`src/rtl/cascade_mod_counter_if.sv`:
```
// rtl/cascade_mod_counter_if.sv - control, load and count signals of the cascaded modulo counter
interface cascade_mod_counter_if #(
  parameter int N      = 4,
  parameter int DIGITS = 3
);
  logic                e;
  logic                run;
  logic                up;
  logic                load;
  logic [N*DIGITS-1:0] d;
  logic [N*DIGITS-1:0] q;
  logic                carry;
  logic                wrap;

  modport master (
    output e, run, up, load, d,
    input  q, carry, wrap
  );

  modport slave (
    input  e, run, up, load, d,
    output q, carry, wrap
  );
endinterface

```
`src/rtl/cascade_mod_counter.sv`:
```
// rtl/cascade_mod_counter.sv - DIGITS-stage modulo-K up/down counter with same-cycle carry and wrap pulse
module cascade_mod_counter #(
  parameter int N      = 4,
  parameter int K      = 10,
  parameter int DIGITS = 3
) (
  input  logic                 clk,
  input  logic                 resetn,
  cascade_mod_counter_if.slave bus
);
  localparam int              W    = N * DIGITS;
  localparam logic [N-1:0]    TOP  = N'(K - 1);
  localparam logic [N:0]      MODK = (N + 1)'(K);

  logic [W-1:0] q_r;
  logic [W-1:0] nxt_q;
  logic [W-1:0] ld_q;
  logic [N-1:0] cur;
  logic [N-1:0] ld_dig;
  logic         step;
  logic         chain;
  logic         tc;
  logic         carry;
  logic         wrap_r;

  // chain is high while every lower digit sits at its terminal value,
  // so all digits that must move do so on the same edge.
  always_comb begin
    step   = bus.run & bus.e & ~bus.load;
    nxt_q  = q_r;
    ld_q   = '0;
    cur    = '0;
    ld_dig = '0;
    tc     = 1'b0;
    chain  = step;
    for (int i = 0; i < DIGITS; i++) begin
      cur = q_r[N*i +: N];
      tc  = bus.up ? (cur == TOP) : (cur == '0);
      if (chain) begin
        if (bus.up)
          nxt_q[N*i +: N] = tc ? '0 : cur + 1'b1;
        else
          nxt_q[N*i +: N] = tc ? TOP : cur - 1'b1;
      end
      chain  = chain & tc;
      ld_dig = bus.d[N*i +: N];
      ld_q[N*i +: N] = ({1'b0, ld_dig} < MODK) ? ld_dig : '0;
    end
    carry = chain;
  end

  always_ff @(posedge clk or negedge resetn) begin
    if (!resetn) begin
      q_r    <= '0;
      wrap_r <= 1'b0;
    end else begin
      wrap_r <= carry;
      if (bus.load)
        q_r <= ld_q;
      else
        q_r <= nxt_q;
    end
  end

  assign bus.q     = q_r;
  assign bus.carry = carry;
  assign bus.wrap  = wrap_r;
endmodule

```
`src/flat_wrapper.sv`:
```
// flat-port wrapper written by rule: the top's interface ports become plain ports
module cascade_mod_counter_flat 
#(
  parameter int N      = 4,
  parameter int K      = 10,
  parameter int DIGITS = 3
)
  (clk, resetn, bus_e, bus_run, bus_up, bus_load, bus_d, bus_q, bus_carry, bus_wrap);
  cascade_mod_counter_if #(.N(N), .DIGITS(DIGITS)) bus_i ();
  input  logic clk;
  input  logic resetn;
  input wire logic [$bits(bus_i.e)-1:0] bus_e;
  input wire logic [$bits(bus_i.run)-1:0] bus_run;
  input wire logic [$bits(bus_i.up)-1:0] bus_up;
  input wire logic [$bits(bus_i.load)-1:0] bus_load;
  input wire logic [$bits(bus_i.d)-1:0] bus_d;
  output wire logic [$bits(bus_i.q)-1:0] bus_q;
  output wire logic [$bits(bus_i.carry)-1:0] bus_carry;
  output wire logic [$bits(bus_i.wrap)-1:0] bus_wrap;
  assign bus_i.e = bus_e;
  assign bus_i.run = bus_run;
  assign bus_i.up = bus_up;
  assign bus_i.load = bus_load;
  assign bus_i.d = bus_d;
  assign bus_q = bus_i.q;
  assign bus_carry = bus_i.carry;
  assign bus_wrap = bus_i.wrap;
  cascade_mod_counter #(.N(N), .K(K), .DIGITS(DIGITS)) u_core (.clk(clk), .resetn(resetn), .bus(bus_i));
endmodule
```
`config.mk`:
```
export PLATFORM = sky130hd
export DESIGN_NAME = cascade_mod_counter_flat
export DESIGN_NICKNAME = d
export VERILOG_FILES = /design/src/rtl/cascade_mod_counter_if.sv /design/src/rtl/cascade_mod_counter.sv /design/src/flat_wrapper.sv
export SDC_FILE = /design/constraint.sdc
export NUM_CORES = 1
export LEC_CHECK = 0
export CORE_AREA = 10 10 66 68
export DETAILED_ROUTE_END_ITERATION = 6
export DIE_AREA = 0 0 76 78
export GPL_ROUTABILITY_DRIVEN = 1
export GPL_TIMING_DRIVEN = 0
export PLACE_DENSITY = 0.79
export REMOVE_ABC_BUFFERS = 1
export SLEW_MARGIN = 25
export SYNTH_ARGS = -nofsm -noshare
export SYNTH_HDL_FRONTEND = slang
export SYNTH_SLANG_ARGS = --single-unit
export TNS_END_PERCENT = 10
```
`constraint.sdc`:
```
create_clock -name clk -period 3.45 [get_ports clk]
set_input_delay 0.345 -clock clk [delete_from_list [all_inputs] [get_ports clk]]
set_output_delay 0.345 -clock clk [all_outputs]
set_load 0.02 [all_outputs]
```
==> impl_metrics.ini, run 1 <==
[yosys]
syn_inst = 165
ys_seq_area_share_pct = 25.49
avgSynthCellArea_sq_um = 7.735
synth_ff_type = dfrtp_1
yosysTopAreaCellShare_pct = 25.49
synth_cell_type_count = 38
yosys_warnings = 0
ys_ff_latch = 13
synth_area_sq_um = 1276
synthTopCellsByArea = dfrtp_1 25%, ha_1 8.8%, o21ai_0 5.9%, nand3b_1 5.3%, a21oi_1 3.9%
ys_async_sr_fraction_pct = 100.0
yosysTopAreaCell = dfrtp_1
synth_edf_count = 0

[outcome]
status = complete, no violations

[flow_run]
max_cap_viol_count = 0

[placement]
portBuffers = 31
dpl.hpwl_um = 2314
gp_congestion = 0.7899

[worst_setup_path]
crit_path_start_kind = register
rr_endpoint = u_core.bus.q[9]$_DFFE_PN0P_
ff2ff_path_depth = 7
critPathMaxFanout = 9
worstPathCellList = inv_1 > ha_1 > or3b_1 > a211o_1 > or4_4 > nor3_2 > clkbuf_2
slowest_delay_ns = 0.59
rr_startpoint = u_core.bus.q[0]$_DFFE_PN0P_
worst_path_max_delay_cell = or4_4
arrival_ns = 2.86
crit_type = reg2out
r2r_slack_ns = 0.79
critical_path_required_ns = 3.11
setup.worst_path.end_class = output port

[pwr]
power.leakage_nw = 0.6360
cellPowerDensity_nw_per_um2 = 297.6
p_total_mw = 0.4788
ir_drop_uv = 221.1

[timing]
whs_ns = 0.4348
fin_crit_ns = 3.203
rsz0062_at_grt = false
hold_viol_final = 0
fmax_ghz = 0.3122
final-max-slew-violation-count = 0
final-setup-viol-count = 0
clock_skew_ns = 0.0004852
fin_tns_setup_ns = 0
slew_headroom_pct = 37.73
tightest_slew_ns = 0.9340
finalCritPeriodShare_pct = 92.84

[routing]
dr_total_vias = 1267
routed_wl_um = 3090
dr.pass1.iters = 4
drcViolationCount = 0
drtIter0Drc = 95
avgViaCountPerCell = 5.415
wl_per_cell_um = 13.21
ant_nets = 0

[global_routing]
grt_pass1_wl_um = 5112
grt_overflow = 0
grt_use_total_pct = 9.762
antenna_found_initial = 0
grt_max_degree = 28
grt_pass1_vias = 1135

[cts]
cts_buffer_depth = 2
clock-sinks = 13
clk_latency_ns = 0.27
htreeDepth = 1
cts_buffers = 3
tritoncts = done
clkTransAtPathRegs_ns = 0.07
cts_root_buf = clkbuf_4
post_cts_buffers = 0

[floorplan]
die_h_um = 78
io_pins = 32
fp-row-count = 21
die-area_sq_um = 5928
coreArea_sq_um = 3179
die_w_um = 76
initial_core_util_pct = 40.14

[layout]
final_nets = 216
insertedDiodeCount = 0
layout_commonest_cell = clkdlybuf4s50_1
final_cell_mix = 29 x clkdlybuf4s50_1, 15 x o21ai_0, 13 x nand2_1, 13 x dfrtp_1
drive_gt1_share_pct = 3.723
fillers = 314
syn_to_final_growth_pct = 26.08

[hold_path]
min_path_type = in2async
[repair_timing]
item,in CTS,in global routing
setup endpoints to repair,1,1
hold buffers,0,0
gates resized for setup,2,4
[kinds of logic (layout without fill, tap and decap cells)]
kind of cell	after synthesis	after routing	synth area share (%)
simple gates	72	72	32.06
compound gates	48	48	23.82
buf+inv	19	42	6.765
flops	13	13	25.49
fa+ha+maj	9	9	8.824
mux	3	3	2.353
xor+xnor	1	1	0.6864
[sequential cells by signal (all words and copies together), names as in the netlist]
signal           count
u_core.bus.q        12
u_core.bus.wrap      1
[cell usage after synthesis (all sizes together) (7+ instances only)]
master,count
nand2b,7
nand3b,9
nand3,10
ha,9
clkbuf,10
o21ai,15
dfrtp,13
nor2,9
inv,7
a21oi,10
nand2,13
[stage by stage]
step	setup WS (ns)	instance area, sq um	std cells	util (%)
2_1_floorplan	0.4768	1216	153	-
3_3_place_gp	-0.5803	1584	230	49.82
3_5_place_dp	-0.6222	1584	230	49.82
4_1_cts	0.03384	1608	234	50.57
5_1_grt	0.03826	1609	234	50.61
6_report	0.2471	1609	234	50.61
[layout make-up]
cell class              count  area (sq um)  share of cell area [%]
inverters                   7         26.28                   1.633
well taps                  46         57.56                   3.577
clock buffers               4         26.28                   1.633
multi-input cells         133         869.6                   54.04
flip-flops and latches     13         325.3                   20.22
repair buffers             31         304.0                   18.90
[layer usage]
metal / share of wire, % / GRT usage [%]
met5: 0 / 0
met4: 0.19 / 1.136
met3: 4.5 / 2.650
met2: 44 / 15.99
met1: 51 / 12.80
[power by group]
| group | internal, mW | switching [mW] |
|---|---|---|
| clock network | 0.0448 | 0.0458 |
| registers | 0.165 | 0.0316 |
| logic | 0.0970 | 0.0944 |
| total | 0.307 | 0.172 |
[worst max-delay path by stage]
stage | start | endpoint | slack (ns) | depth (start not counted)
finish | u_core.bus.q[0]$_DFFE_PN0P_ | bus_carry | 0.25 | 7
CTS | u_core.bus.q[0]$_DFFE_PN0P_ | bus_carry | 0.03 | 7
global route | u_core.bus.q[0]$_DFFE_PN0P_ | bus_carry | 0.04 | 7
detailed placement | bus_up | bus_carry | -0.62 | 6
floorplan | u_core.bus.q[0]$_DFFE_PN0P_ | bus_carry | 0.48 | 6
global placement | bus_up | bus_carry | -0.58 | 6
[worst max-delay path, delay by kind of cell (launching register included)]
kind	cells	cell delay, ns
simple gates	3	1.15
flops	1	0.48
compound gates	1	0.41
buf+inv	2	0.31
fa+ha+maj	1	0.23
Note: power is estimated with default switching activity, not from simulation.
==> inputs of run 2 (changes only) <==
GPL_ROUTABILITY_DRIVEN = unset   (was 1)
==> results of run 2 <==
Final layout, timing and power as in run 1 (identical DEF).
